--- config.mk ---
export PLATFORM = sky130hd
export DESIGN_NAME = lvds_host_sched
export DESIGN_NICKNAME = d
export VERILOG_FILES = /design/src/rtl/lvds_host_sched.sv
export SDC_FILE = /design/constraint.sdc
export NUM_CORES = 1
export LEC_CHECK = 0
export ABC_AREA = 0
export CELL_PAD_IN_SITES_DETAIL_PLACEMENT = 1
export CELL_PAD_IN_SITES_GLOBAL_PLACEMENT = 2
export CORE_ASPECT_RATIO = 0.75
export CORE_UTILIZATION = 25
export DETAILED_ROUTE_END_ITERATION = 7
export HOLD_SLACK_MARGIN = 0.05
export PLACE_DENSITY = 0.95
export SLEW_MARGIN = 0
export SYNTH_ARGS = -nofsm -noshare
export SYNTH_HDL_FRONTEND = slang
export SYNTH_SLANG_ARGS = --single-unit
--- constraint.sdc ---
create_clock -name c -period 8.86 [get_ports c]
set_clock_uncertainty 0.15 [all_clocks]
set_input_delay 1.772 -clock c [delete_from_list [all_inputs] [get_ports c]]
set_output_delay 1.772 -clock c [all_outputs]
set_load 0.01 [all_outputs]
--- src/rtl/lvds_host_sched.sv ---
// lvds_host_sched: round-robin scheduler sharing one LVDS remote-IO host link.
// Serialises 40-bit command words onto the host write port, enforces a minimum
// spacing between commands, and for reads waits (with timeout) for the 32-bit
// response and routes it back to the requester that issued the read.
//
// Handshake: a requester raises req[i] (with req_rd[i] and its command word) and
// holds it until ack[i] pulses; ack marks the cycle the word is on host_wdata
// with host_wvalid. A read's result comes back as a one-cycle done[i] with dout
// and err. Requests still high during the ack cycle are eligible again later.
module lvds_host_sched #(
    parameter int NR      = 4,
    parameter int GAP     = 12,
    parameter int TIMEOUT = 255
) (
    input  logic             c,
    input  logic             r,
    input  logic [NR-1:0]    req,
    input  logic [NR-1:0]    req_rd,
    input  logic [40*NR-1:0] req_data,
    output logic [NR-1:0]    ack,
    output logic [NR-1:0]    done,
    output logic [31:0]      dout,
    output logic             err,
    output logic             busy,
    output logic             host_wvalid,
    output logic [39:0]      host_wdata,
    input  logic             host_rvalid,
    input  logic [31:0]      host_rdata
);
    localparam int PW = $clog2(NR);
    // Spacing counter only ever holds GAP-1 down to 0.
    localparam int SW = $clog2(GAP);

    typedef enum logic {
        S_IDLE,
        S_WAIT_RD
    } state_t;

    state_t          r_state;
    logic [SW-1:0]   r_sp;
    logic [15:0]     r_tc;
    logic [PW-1:0]   r_ptr;
    logic [PW-1:0]   r_owner;

    logic            w_found;
    logic [PW-1:0]   w_win;
    logic [PW-1:0]   w_ptr_nxt;
    logic [SW-1:0]   w_sp_dec;
    logic            w_timeout;

    // Round-robin pick: first requester at or after r_ptr, wrapping modulo NR.
    always_comb begin
        w_found = 1'b0;
        w_win   = '0;
        for (int k = 0; k < NR; k++) begin
            if (!w_found && req[(int'(r_ptr) + k) % NR]) begin
                w_found = 1'b1;
                w_win   = PW'((int'(r_ptr) + k) % NR);
            end
        end
    end

    // Pointer advance, saturating spacing decrement and read timeout detect.
    always_comb begin
        w_ptr_nxt = (int'(w_win) == NR - 1) ? '0 : w_win + 1'b1;
        w_sp_dec  = (r_sp != '0) ? r_sp - 1'b1 : '0;
        w_timeout = (r_tc == 16'(TIMEOUT - 1));
    end

    // Scheduler FSM with all outputs registered; busy tracks the next state/spacing.
    always_ff @(posedge c or posedge r) begin
        if (r) begin
            r_state     <= S_IDLE;
            r_sp        <= '0;
            r_tc        <= '0;
            r_ptr       <= '0;
            r_owner     <= '0;
            ack         <= '0;
            done        <= '0;
            dout        <= '0;
            err         <= 1'b0;
            busy        <= 1'b0;
            host_wvalid <= 1'b0;
            host_wdata  <= '0;
        end else begin
            ack         <= '0;
            done        <= '0;
            err         <= 1'b0;
            host_wvalid <= 1'b0;
            r_sp        <= w_sp_dec;
            case (r_state)
                S_IDLE: begin
                    // host_rvalid here is an orphan response and is ignored.
                    if (r_sp == '0 && w_found) begin
                        host_wvalid  <= 1'b1;
                        host_wdata   <= req_data[40*int'(w_win) +: 40];
                        ack[w_win]   <= 1'b1;
                        r_sp         <= SW'(GAP - 1);
                        r_owner      <= w_win;
                        r_ptr        <= w_ptr_nxt;
                        busy         <= 1'b1;
                        if (req_rd[w_win]) begin
                            r_state <= S_WAIT_RD;
                            r_tc    <= '0;
                        end
                    end else begin
                        busy <= (w_sp_dec != '0);
                    end
                end
                S_WAIT_RD: begin
                    r_tc <= r_tc + 1'b1;
                    // A response arriving on the timeout cycle still counts as good.
                    if (host_rvalid) begin
                        dout          <= host_rdata;
                        err           <= 1'b0;
                        done[r_owner] <= 1'b1;
                        r_state       <= S_IDLE;
                        busy          <= (w_sp_dec != '0);
                    end else if (w_timeout) begin
                        dout          <= 32'hFFFF_FFFF;
                        err           <= 1'b1;
                        done[r_owner] <= 1'b1;
                        r_state       <= S_IDLE;
                        busy          <= (w_sp_dec != '0);
                    end else begin
                        busy <= 1'b1;
                    end
                end
                default: begin
                    r_state <= S_IDLE;
                    busy    <= (w_sp_dec != '0);
                end
            endcase
        end
    end

endmodule

==> impl_metrics.json <==
{
  "placement.io_buffers": 285,
  "ff2ff_setup_slack_ps": 4930,
  "hpwl_mm": 14.22,
  "cts-buffers-inserted": 9,
  "post-route-drc-count": 0,
  "synthTopCellsByArea": "sky130_fd_sc_hd__dfrtp_1 50%, sky130_fd_sc_hd__mux2i_1 8.9%, sky130_fd_sc_hd__o221ai_2 7.8%",
  "timing.max_slew.rel_slack": 0.3160,
  "die-area_um2": 22080,
  "grt_max_degree": 61,
  "worst_pin_slew_ps": 1022,
  "ios": 286,
  "cp_cell_sequence": "clkdlybuf4s50_1 > nor2_1 > a2111oi_4 > nand2_2 > inv_1 > nand2_2 > o221ai_2",
  "sinks_on_the_clock_net": 108,
  "tritoncts": "built",
  "synth-seq-area-share": 0.5031,
  "cp-start-kind": "primary input",
  "setup.worst_path.end_class": "register",
  "yosysTopAreaCellShare": 0.5031,
  "grt.total_usage": 0.1673,
  "criticalPathCategory": "primary input to register",
  "clockRootBuffer": "sky130_fd_sc_hd__clkbuf_16",
  "grt_pass1_wl_mm": 28.53,
  "timing.hold.worst_path_depth": 1,
  "floorplan.initialDensity": 0.2543,
  "drive_above_1_share": 0.07951,
  "cts.clk_slew.worst_paths_ps": 80,
  "post-route-min-period_ps": 5166,
  "antenna_found_initial": 1,
  "cts_h_tree_depth": 3,
  "status": "finished, final reports clean",
  "maxCapViolations": 0,
  "worst-r2r-cell-count": 5,
  "cts_setup_buffers": 0,
  "dominantRegCellSynth": "sky130_fd_sc_hd__dfrtp_1",
  "finish.instance_area_um2": 8775,
  "final_nets": 943,
  "syn_nets": 676,
  "detail_route.first_pass.iterations": 4,
  "place_area_um2": 8461,
  "worst_path_largest_cell_delay_ps": 690,
  "ys_ff_latch": 108,
  "critical_path.max_fanout": 44,
  "rsz0062_at_grt": "false",
  "floorplan.core_area_um2": 21120,
  "timing.setup.tns_ps": 0,
  "nFillCells": 2325,
  "finalWirelength_mm": 19.04,
  "fmax_mhz": 193.6,
  "synth.cell_area_um2": 5371,
  "yosys.cell_count.top_type": "sky130_fd_sc_hd__dfrtp_1",
  "die-height_um": 128.9,
  "hold_violations": 0,
  "type_of_the_most_critical_hold_path": "register to register",
  "synth-edff-count": 0,
  "critPathSlowestCell": "sky130_fd_sc_hd__nand2_2",
  "cts_hold_repair.buffers": 0,
  "timing.critical_path.arrival_ps": 5260,
  "power_density_nw_per_um2": 288.2,
  "yosysTopAreaCell": "sky130_fd_sc_hd__dfrtp_1",
  "cp_data_required_time_ps": 8960,
  "maxSlewViolCount": 0,
  "dr_iter_0_viols": 218,
  "cts-root-to-sink-buffers": 2,
  "postCtsResizedCells": 0,
  "yosys-top-cells-count": "108 x sky130_fd_sc_hd__dfrtp_1, 48 x sky130_fd_sc_hd__mux2i_1, 38 x sky130_fd_sc_hd__inv_1",
  "globalRoute.totalOverflow": 0,
  "detailroute.via_count": 4866,
  "final_core_utilization": 0.4154,
  "die_width_um": 171.3,
  "most_common_cell_type_on_the_critical_path": "sky130_fd_sc_hd__nand2_2",
  "yosysWarningCount": 0,
  "post-route-period-util": 0.5830,
  "rows": 46,
  "areaGrowthSynthToFinish_pct": 63.36,
  "clk_latency_ps": 360,
  "p_leak_nw": 3.565,
  "peak_supply_drop_uv": 104.2,
  "first_global_vias": 5116,
  "routabilityCongestion": 0.7598,
  "final_setup_violations": 0,
  "drt-wirelength-per-cell_um": 18.46,
  "syn_area_per_cell_um2": 11.43,
  "synth.lib_cells_used.distinct": 50,
  "netlist_instances": 470,
  "via_per_inst": 4.720,
  "drtAntennaViolNets": 0,
  "synth_async_sr_flop_share": 1.000
}
## area by class of cell
type	count	area [um2]	area share
diodes	1	2.502	0.0002852
flip-flops and latches	108	2703	0.3080
repair buffers	290	2890	0.3294
clock inverters	7	86.33	0.009839
multi-input cells	290	2362	0.2692
well taps	288	360.3	0.04107
inverters	38	145.1	0.01654
clock buffers	9	225.2	0.02567
## worst paths after layout
| path | start | end |
|---|---|---|
| setup / recovery | req[1] | host_wdata[25] |
| setup reg to reg | r_state | host_wdata[25] |
| hold / removal | r_sp[0] | r_sp[0] |
| max in group asynchronous | r | host_wdata[27] |
| min in group asynchronous | r | dout[6] |
| hold reg to reg | r_sp[0] | r_sp[0] |
## where the power goes
part / switching, mW / internal (mW) / leakage, nW / total (mW)
Combinational: 0.558 / 0.670 / 2.10 / 1.23
Sequential: 0.167 / 0.713 / 1.31 / 0.880
Clock: 0.217 / 0.204 / 0.151 / 0.421
Total: 0.941 / 1.59 / 3.57 / 2.53
## logic make-up after synthesis
family,synth area share
XOR/XNOR,0.02283
buffers and inverters,0.05917
adder cells (fa/ha/maj),0.006989
AND/OR/NAND/NOR,0.07757
multiplexers,0.09154
flip-flops,0.5031
AO/OA/AOI/OAI,0.2388
## sequential cells by signal, summed over array words and instances (netlist names)
name         flops
host_wvalid      1
r_sp             4
r_ptr            2
dout            32
busy             1
r_state          1
ack              4
r_owner          2
done             4
r_tc            16
host_wdata      40
err              1
## layout by cell type, fill, tap and decap left out, types with 2 or more instances in the layout
cell and instances:
sky130_fd_sc_hd__buf_4 5, sky130_fd_sc_hd__xor2_1 10, sky130_fd_sc_hd__a21oi_1 6, sky130_fd_sc_hd__a221oi_1 7, sky130_fd_sc_hd__and3_1 3, sky130_fd_sc_hd__a22oi_1 32, sky130_fd_sc_hd__a31oi_1 2, sky130_fd_sc_hd__clkinv_8 2
sky130_fd_sc_hd__mux2i_1 48, sky130_fd_sc_hd__inv_1 37, sky130_fd_sc_hd__o221ai_1 4, sky130_fd_sc_hd__nand2b_1 4, sky130_fd_sc_hd__nand2_2 2, sky130_fd_sc_hd__xnor2_1 4, sky130_fd_sc_hd__nor3_1 3, sky130_fd_sc_hd__o22a_1 33
sky130_fd_sc_hd__o31ai_1 2, sky130_fd_sc_hd__dfrtp_1 108, sky130_fd_sc_hd__clkbuf_16 9, sky130_fd_sc_hd__nand3_1 6, sky130_fd_sc_hd__ha_1 3, sky130_fd_sc_hd__inv_6 2, sky130_fd_sc_hd__nand2_1 33, sky130_fd_sc_hd__and4_1 2
sky130_fd_sc_hd__clkdlybuf4s50_1 285, sky130_fd_sc_hd__o21ai_0 5, sky130_fd_sc_hd__o22ai_1 9, sky130_fd_sc_hd__nor2_1 18, sky130_fd_sc_hd__nor3b_1 2, sky130_fd_sc_hd__o221ai_2 28, sky130_fd_sc_hd__nand4_1 4
## worst max-delay path: cells and delay by family
kind / cells / cell delay [ps]
AO/OA/AOI/OAI: 2 / 820
buffers and inverters: 2 / 1210
AND/OR/NAND/NOR: 3 / 1410
## per-stage QoR
step / hold WS [ps] / setup slack (ps) / power, mW / instances
final: 302.0 / 3694 / 2.529 / 1031
after global routing: 322.8 / 3366 / 2.697 / 1031
after CTS: 300.2 / 3691 / 2.565 / 1030
after detailed placement: 288.9 / 3324 / 2.129 / 1014
after global placement: 285.7 / 3455 / 2.084 / 1014
after floorplan: 267.5 / 4092 / 1.525 / 470
## metal layers
| layer | part of all wire | track usage | vias to the layer above |
|---|---|---|---|
| li1 | - | - | 2278 |
| met3 | 0.075 | 0.04737 | 19 |
| met1 | 0.43 | 0.2053 | 2393 |
| met4 | 0.011 | 0.04727 | 0 |
| met2 | 0.49 | 0.2862 | 176 |
| met5 | 0 | 0 | - |
(Power assumes the default switching activity.)
